<file path="config.mk">
export PLATFORM = sky130hd
export DESIGN_NAME = three_digit_bcd_upcnt
export DESIGN_NICKNAME = d
export VERILOG_FILES = /design/src/rtl/upcnt_pkg.sv /design/src/rtl/bcd_up_digit.sv /design/src/rtl/three_digit_bcd_upcnt.sv
export SDC_FILE = /design/constraint.sdc
export NUM_CORES = 1
export LEC_CHECK = 0
export CAP_MARGIN = 25
export CORE_ASPECT_RATIO = 1.2
export CORE_MARGIN = 2
export CORE_UTILIZATION = 49
export DETAILED_ROUTE_END_ITERATION = 6
export PLACE_DENSITY = 0.76
export SETUP_SLACK_MARGIN = 0.05
export SYNTH_ARGS = -nofsm -noshare
export SYNTH_HDL_FRONTEND = slang
export SYNTH_HIERARCHICAL = 1
export SYNTH_SLANG_ARGS = --single-unit
</file>
<file path="constraint.sdc">
create_clock -name clk -period 3.9 [get_ports clk]
set_clock_uncertainty 0.2 [all_clocks]
set_input_delay 0.78 -clock clk [delete_from_list [all_inputs] [get_ports clk]]
set_output_delay 0.78 -clock clk [all_outputs]
set_load 0.05 [all_outputs]
</file>
<file path="src/rtl/upcnt_pkg.sv">
// Shared types, digit limits and BCD helpers for the three-digit count-up timer.
package upcnt_pkg;

  typedef logic [3:0] bcd_t;

  typedef enum logic [1:0] {
    IDLE  = 2'd0,
    RUN   = 2'd1,
    PAUSE = 2'd2,
    DONE  = 2'd3
  } state_t;

  typedef struct packed {
    bcd_t d2;
    bcd_t d1;
    bcd_t d0;
  } bcd3_t;

  localparam bcd_t LIMIT_1   = 4'd9;
  localparam bcd_t LIMIT_10  = 4'd5;
  localparam bcd_t LIMIT_100 = 4'd1;

  function automatic bcd_t bcd_sat(input bcd_t d, input bcd_t lim);
    return (d > lim) ? lim : d;
  endfunction

  function automatic bcd_t bcd_wrap_inc(input bcd_t d, input bcd_t lim);
    return (d == lim) ? 4'd0 : d + 4'd1;
  endfunction

  // Whole-count increment, mirrors the carry chain of the digit instances.
  function automatic bcd3_t bcd3_inc(input bcd3_t c);
    bcd3_t n;
    n.d0 = bcd_wrap_inc(c.d0, LIMIT_1);
    n.d1 = (c.d0 == LIMIT_1) ? bcd_wrap_inc(c.d1, LIMIT_10) : c.d1;
    n.d2 = ((c.d0 == LIMIT_1) && (c.d1 == LIMIT_10)) ? bcd_wrap_inc(c.d2, LIMIT_100) : c.d2;
    return n;
  endfunction

endpackage

</file>
<file path="src/rtl/bcd_up_digit.sv">
// One BCD counter digit with programmable wrap limit; carry is combinational
// so digits can be chained within a single clock.
module bcd_up_digit
  import upcnt_pkg::*;
(
  input  logic clk,
  input  logic rst_n,
  input  logic clr,
  input  logic inc,
  input  bcd_t limit,
  output bcd_t value,
  output logic carry
);

  bcd_t value_d;
  bcd_t value_q;

  // Next digit value: clear wins over increment.
  always_comb begin
    value_d = value_q;
    if (clr) begin
      value_d = 4'd0;
    end else if (inc) begin
      value_d = bcd_wrap_inc(value_q, limit);
    end else begin
      value_d = value_q;
    end
  end

  // Digit register with synchronous active-low reset.
  always_ff @(posedge clk) begin
    if (!rst_n) begin
      value_q <= 4'd0;
    end else begin
      value_q <= value_d;
    end
  end

  assign value = value_q;
  assign carry = inc && (value_q == limit);

endmodule

</file>
<file path="src/rtl/three_digit_bcd_upcnt.sv">
// Three-digit BCD stopwatch (max 1:59): run/pause, lap freeze, clear, and
// a target value that stops the count and lights all LEDs.
module three_digit_bcd_upcnt
  import upcnt_pkg::*;
(
  input  logic        clk,
  input  logic        rst_n,
  input  logic        tick,
  input  logic        start_stop,
  input  logic        lap,
  input  logic        clear,
  input  logic [3:0]  target_1,
  input  logic [3:0]  target_10,
  input  logic [3:0]  target_100,
  output logic [3:0]  digit0,
  output logic [3:0]  digit1,
  output logic [3:0]  digit2,
  output logic        running,
  output logic        done,
  output logic [15:0] LED_control
);

  state_t state_q, state_d;
  bcd3_t  target_q, target_d, target_sat_s;
  bcd3_t  lap_q, lap_d;
  bcd3_t  disp_q, disp_d;
  bcd3_t  cnt_s, cnt_next_s, cnt_nx_s;
  logic   lap_hold_q, lap_hold_d;
  logic   cnt_clr_s, cnt_inc_s;
  logic   carry0_s, carry1_s, carry2_s;
  logic   running_q, done_q;
  logic [15:0] led_q;

  bcd_up_digit u_digit0 (
    .clk(clk), .rst_n(rst_n), .clr(cnt_clr_s), .inc(cnt_inc_s),
    .limit(LIMIT_1), .value(cnt_s.d0), .carry(carry0_s)
  );

  bcd_up_digit u_digit1 (
    .clk(clk), .rst_n(rst_n), .clr(cnt_clr_s), .inc(carry0_s),
    .limit(LIMIT_10), .value(cnt_s.d1), .carry(carry1_s)
  );

  bcd_up_digit u_digit2 (
    .clk(clk), .rst_n(rst_n), .clr(cnt_clr_s), .inc(carry1_s),
    .limit(LIMIT_100), .value(cnt_s.d2), .carry(carry2_s)
  );

  assign target_sat_s = {bcd_sat(target_100, LIMIT_100),
                         bcd_sat(target_10,  LIMIT_10),
                         bcd_sat(target_1,   LIMIT_1)};
  assign cnt_next_s   = bcd3_inc(cnt_s);

  // FSM next state, target capture, lap freeze and next displayed value.
  always_comb begin
    state_d    = state_q;
    target_d   = target_q;
    lap_d      = lap_q;
    lap_hold_d = lap_hold_q;
    cnt_clr_s  = 1'b0;
    cnt_inc_s  = 1'b0;
    cnt_nx_s   = cnt_s;
    if (clear) begin
      state_d    = IDLE;
      target_d   = 12'd0;
      lap_d      = 12'd0;
      lap_hold_d = 1'b0;
      cnt_clr_s  = 1'b1;
      cnt_nx_s   = 12'd0;
    end else begin
      case (state_q)
        IDLE: begin
          if (start_stop) begin
            target_d = target_sat_s;
            state_d  = (target_sat_s == 12'd0) ? DONE : RUN;
          end else begin
            state_d = IDLE;
          end
        end
        RUN: begin
          if (start_stop) begin
            state_d = PAUSE;
          end else if (tick) begin
            cnt_inc_s = 1'b1;
            cnt_nx_s  = cnt_next_s;
            // A top-digit carry can only occur past 1:59; treat it as terminal.
            state_d   = ((cnt_next_s == target_q) || carry2_s) ? DONE : RUN;
          end else begin
            state_d = RUN;
          end
        end
        PAUSE: begin
          state_d = start_stop ? RUN : PAUSE;
        end
        DONE: begin
          state_d = DONE;
        end
        default: begin
          state_d    = IDLE;
          target_d   = 12'd0;
          lap_d      = 12'd0;
          lap_hold_d = 1'b0;
          cnt_clr_s  = 1'b1;
          cnt_nx_s   = 12'd0;
        end
      endcase

      if (lap && ((state_q == RUN) || (state_q == PAUSE))) begin
        if (lap_hold_q) begin
          lap_hold_d = 1'b0;
        end else begin
          lap_hold_d = 1'b1;
          lap_d      = cnt_s;
        end
      end else begin
        lap_hold_d = lap_hold_d;
      end

      if (state_d == DONE) begin
        lap_hold_d = 1'b0;
      end else begin
        lap_hold_d = lap_hold_d;
      end
    end
    disp_d = lap_hold_d ? lap_d : cnt_nx_s;
  end

  // State, target, lap and output registers.
  always_ff @(posedge clk) begin
    if (!rst_n) begin
      state_q    <= IDLE;
      target_q   <= 12'd0;
      lap_q      <= 12'd0;
      lap_hold_q <= 1'b0;
      disp_q     <= 12'd0;
      running_q  <= 1'b0;
      done_q     <= 1'b0;
      led_q      <= 16'h0000;
    end else begin
      state_q    <= state_d;
      target_q   <= target_d;
      lap_q      <= lap_d;
      lap_hold_q <= lap_hold_d;
      disp_q     <= disp_d;
      running_q  <= (state_d == RUN);
      done_q     <= (state_d == DONE);
      led_q      <= (state_d == DONE) ? 16'hFFFF : 16'h0000;
    end
  end

  assign digit0      = disp_q.d0;
  assign digit1      = disp_q.d1;
  assign digit2      = disp_q.d2;
  assign running     = running_q;
  assign done        = done_q;
  assign LED_control = led_q;

endmodule

</file>
After elaboration in Yosys (flattened, before gate mapping)

Cells that the tools add are included.

$add $sub $neg: 3
Multiply operators: 0
Divide/modulo/power cells: 0
$lt $le $gt $ge: 3
Equality and inequality tests: 10
Shift operators: 0
Multiplexer cells: 35
Bitwise operators: 1
Reduce and logical (&&, ||, !) cells: 12

Operator list:

| operator                                           | number |
|---|---|
| two-way mux 12 bit                                 | 8 |
| two-way mux 4 bit                                  | 8 |
| two-way mux 16 bit                                 | 1 |
| two-way mux 2 bit                                  | 8 |
| adder 4 x 1 -> 4 bit, second input constant        | 3 |
| == test 12 bit                                     | 1 |
| zero test 12 bit                                   | 1 |
| two-way mux 1 bit                                  | 9 |
| == test 2 bit, second input constant               | 4 |
| case mux 2 bit (4 select lines)                    | 1 |
| logical AND 1 bit                                  | 5 |
| == test 2 x 1 -> 1 bit, second input constant      | 2 |
| == test 4 x 1 -> 1 bit, second input constant      | 1 |
| == test 4 x 3 -> 1 bit, second input constant      | 1 |
| == test 4 bit, second input constant               | 1 |
| > comparator 4 x 1 -> 1 bit, second input constant | 1 |
| > comparator 4 x 3 -> 1 bit, second input constant | 1 |
| > comparator 4 bit, second input constant          | 1 |
| OR reduction 2 bit                                 | 2 |
| zero test 2 bit                                    | 1 |
| logical OR 1 bit                                   | 2 |
| AND reduction 2 bit                                | 1 |
| inverter 1 bit                                     | 1 |

Register bits: 69
Latch bits: 0
Memory bits (writable): 0
ROM bits: 0
Input bits: 18
Memories kept: 0

Logic depth before layout (Yosys ltp)

Depth in word-level cells: 17
Mapped depth: 16
Mapped depth without buffers: 15

Hierarchy

The synthesis kept the hierarchy.

Modules (own cells, without submodules):

| module                | instances | cells an instance | area each (sq um) |
|---|---|---|---|
| three_digit_bcd_upcnt | 1         | 300               | 2512.4 |
| bcd_up_digit          | 3         | 25                | 249.0 |

Worst setup path before layout

Ideal clock, no wire load.

Kind: input-to-reg
Start: input port start_stop
End: register disp_q, in the netlist digit0[3]
Library setup time: 0.121 ns
Arrival: 3.734 ns
Required time: 3.579 ns
Setup slack: -0.155 ns
Cell stages on the path: 14
Cell sequence: clkbuf_1 > nor3_1 > and2_4 > and2_2 > and2_4 > and2_2 > and2_4 > and2_2 > a21o_1 > a2111oi_0 > o21ai_2 > a32oi_2 > buf_6 > mux2_4

Longest elaborated chain between the ends: 16

RTL lines:

| item                            | RTL line                     | source |
|---|---|---|
| start, declared                 | three_digit_bcd_upcnt.sv:9   | `input logic start_stop,` |
| two-way mux 1 bit               | three_digit_bcd_upcnt.sv:81  | `if (start_stop) begin` |
| two-way mux 1 bit               | three_digit_bcd_upcnt.sv:71  | `case (state_q)` |
| two-way mux 1 bit               | three_digit_bcd_upcnt.sv:63  | `if (clear) begin` |
| via cnt_inc_s                   | three_digit_bcd_upcnt.sv:29  | `logic cnt_clr_s, cnt_inc_s;` |
| logical AND 1 bit               | bcd_up_digit.sv:40           | `assign carry = inc && (value_q == limit);` |
| via carry0_s                    | three_digit_bcd_upcnt.sv:30  | `logic carry0_s, carry1_s, carry2_s;` |
| logical AND 1 bit               | bcd_up_digit.sv:40           |  |
| via carry1_s                    | three_digit_bcd_upcnt.sv:30  |  |
| [... 1 more ...]                | n/a                          |  |
| via carry2_s                    | three_digit_bcd_upcnt.sv:30  |  |
| [... 2 more ...]                | n/a                          |  |
| two-way mux 2 bit               | three_digit_bcd_upcnt.sv:83  | `end else if (tick) begin` |
| two-way mux 2 bit               | three_digit_bcd_upcnt.sv:81  |  |
| case mux 2 bit (4 select lines) | three_digit_bcd_upcnt.sv:71  |  |
| two-way mux 2 bit               | three_digit_bcd_upcnt.sv:63  |  |
| == test 2 bit                   | three_digit_bcd_upcnt.sv:119 | `if (state_d == DONE) begin` |
| two-way mux 1 bit               | three_digit_bcd_upcnt.sv:119 |  |
| two-way mux 1 bit               | three_digit_bcd_upcnt.sv:63  |  |
| two-way mux 12 bit              | three_digit_bcd_upcnt.sv:125 | `disp_d = lap_hold_d ? lap_d : cnt_nx_s;` |
| end signal, assigned            | three_digit_bcd_upcnt.sv:144 | `disp_q <= disp_d;` |
| end, declared                   | three_digit_bcd_upcnt.sv:26  | `bcd3_t disp_q, disp_d;` |

The timed path passes the listed nets, and every way through them passes these cells. The select of a mux whose other input is x is not followed.
A chain may end at the register's enable or synchronous reset.

Final worst setup path

Start: input port start_stop
End: register disp_q, in the netlist digit2[1]

The elaborated chain is that of the path after synthesis.

==> impl_metrics.json <==
{
  "rr_worst_depth": 16,
  "clock-sinks": 53,
  "rsz0062_at_grt": "no",
  "worst_hold_slack_ns": 0.265,
  "viasPerCell": 5.20,
  "synth_area_leaders": "dfxtp_1, xor2_1, nand2_1",
  "yosys.area.top_type": "dfxtp_1",
  "p_leak_nw": 1.49,
  "setup_viol_count_final": 0,
  "async_flop_share": 0,
  "worstSetupPathType": "in -> reg",
  "placedCellCount": 506,
  "dieArea_um2": 7320,
  "drt.antenna.violating_nets": 0,
  "io_pins": 48,
  "drt_iter0_markers": 180,
  "setup_slack_ns": 0.0983,
  "worst_slew_margin_rel": 0.485,
  "cts_tree": "done",
  "yosysWarnings": 6,
  "ys_seq_area_frac": 0.326,
  "initial_utilization": 0.506,
  "required_ns": 3.90,
  "min_period_ns": 3.80,
  "dpl_cell_area_um2": 3790,
  "clk_latency_ns": 0.31,
  "drt_pre_antenna_iters": 5,
  "syn_area_um2": 3260,
  "grt_pass1_wl_mm": 11.6,
  "grt_pass1_vias": 2618,
  "power_density_nw_per_um2": 265,
  "max_cap_viol_count": 0,
  "reg2reg_setup_slack_ns": 0.21,
  "final_cells": 515,
  "tns_ns": 0,
  "gp_congestion": 0.830,
  "wl_per_cell_um": 13.7,
  "cp-end-kind": "flop",
  "drc": 0,
  "numCtsBuffers": 5,
  "synth_top_area_frac": 0.326,
  "avgSynthCellArea_um2": 8.69,
  "path_clk_slew_ns": 0.10,
  "maxSlewViolCount": 0,
  "min_path_type": "reg -> reg",
  "finalHoldViolations": 0,
  "final_nets": 459,
  "io_buffers": 47,
  "outcome": "finished, final reports clean",
  "cp-start-kind": "primary input",
  "pre_cts_ws_ns": -0.224,
  "die_h_um": 93.3,
  "ys_dominant_reg_cell": "dfxtp_1",
  "tightest_slew_ns": 0.769,
  "synth_edf_count": 0,
  "grt_util_all_layers": 0.197,
  "hold_depth": 2,
  "antenna_found_initial": 0,
  "wl_mm": 7.07,
  "num_antenna_cells": 0,
  "num_rows": 32,
  "synthToLayoutAreaGrowth_pct": 21.8,
  "chipWidth_um": 78.5,
  "dr_total_vias": 2677,
  "core_um2": 6450,
  "grt_overflow_total": 0,
  "cts-hold-fix-buffers": 0,
  "yosys.cell_count.top_type": "dfxtp_1",
  "design_area_um2": 3970,
  "finalCritPeriodShare": 0.975,
  "grt_start_max_net_pins": 34,
  "synthCells": 375,
  "critical_path.max_fanout": 6,
  "cts_buffer_depth": 2,
  "dpl.hpwl_mm": 5.17,
  "clock.fmax_mhz": 263,
  "synth.distinct_cells": 56,
  "ys_seq_elements": 53,
  "h-tree-depth": 2,
  "worstPathArrival_ns": 3.80,
  "drive_gt1_frac": 0.144,
  "ir_drop_mv": 0.143,
  "synth_common_cells": "dfxtp_1, nand2_1, nor2_1, a21oi_1, xor2_1",
  "cts-root-buf": "clkbuf_8"
}
## area by class of cell
type | instances | area (um^2)
clock buffers | 6 | 82.6
clock inverters | 2 | 37.5
fillers | 576 | 2480
inverters | 7 | 26.3
multi-input cells | 297 | 2010
flip-flops and latches | 53 | 1060
well taps | 85 | 106
repair buffers | 65 | 641
## where the power goes
group          leakage [nW]  switching (mW)  internal (mW)  total [mW]
registers             0.428         0.00386          0.545       0.549
logic                  1.01          0.0617         0.0475       0.109
clock network        0.0574           0.183          0.209       0.392
## routing by layer
metal,global-route usage,up-vias,wire length [um]
met3,0.0261,6,166
li1,-,1376,-
met2,0.368,48,3740
met5,0,-,0
met4,0.0614,0,71
met1,0.231,1247,3100
## stage by stage
stage / utilization / total power [mW]
final: 0.616 / 1.05
after global routing: 0.616 / 1.09
after CTS: 0.607 / 1.05
after detailed placement: 0.588 / 0.664
after global placement: 0.588 / 0.663
after floorplan: - / 0.628
## sequential cells by signal, indices dropped and copies added (netlist names)
signal,count
LED_control,1
digit0,4
digit1,4
digit2,4
lap_hold_q,1
lap_q,12
running,1
state_q,2
target_q,12
u_digit0/value,4
u_digit1/value,4
u_digit2/value,4
## worst max-delay path, stage by stage
cell and delay (ns):
clkdlybuf4s50_1 0.50, nor3_1 0.08, and2_4 0.14, and2_2 0.19, and2_4 0.13, and2_2 0.19
and2_4 0.13, and2_2 0.18, a21o_1 0.18, a2111oi_4 0.31, o21ai_2 0.13, a32oi_4 0.35
clkbuf_16 0.22, mux2_4 0.29
## layout by cell type, fill, tap and decap left out, drive strengths merged, types with 7 or more instances in the layout
| cell | instances |
|---|---|
| mux2 | 12 |
| nand2 | 45 |
| nand3 | 7 |
| and2 | 9 |
| nor2 | 33 |
| nor3 | 8 |
| inv | 7 |
| xnor2 | 8 |
| buf | 17 |
| clkbuf | 7 |
| a211oi | 13 |
| mux2i | 8 |
| o21ai | 12 |
| ha | 12 |
| conb | 15 |
| a21oi | 26 |
| dfxtp | 53 |
| xor2 | 23 |
| clkdlybuf4s50 | 45 |
## path summary, 6_finish.rpt
check / startpoint / to
setup / recovery: start_stop / digit2[1]
hold / removal: lap_q[0] / lap_q[0]
setup reg to reg: state_q[1] / digit2[1]
hold reg to reg: lap_q[0] / lap_q[0]
## cell families (layout without fill, tap and decap cells)
| kind of cell | count (synthesis) | after routing | synth area share |
|---|---|---|---|
| multiplexers | 20 | 20 | 0.0764 |
| other | 2 | 15 | 0.00230 |
| AO/OA/AOI/OAI | 72 | 72 | 0.147 |
| AND/OR/NAND/NOR | 147 | 147 | 0.238 |
| XOR/XNOR | 31 | 31 | 0.0833 |
| flip-flops | 53 | 53 | 0.326 |
| buffers and inverters | 38 | 80 | 0.0814 |
| adder cells (fa/ha/maj) | 12 | 12 | 0.0461 |
## what timing repair did
item | CTS | global route
resized for setup | 0 | 5
endpoints found under the setup margin | 0 | 3
setup buffers | 0 | 0
No activity file was read; power rests on OpenSTA's default activity.
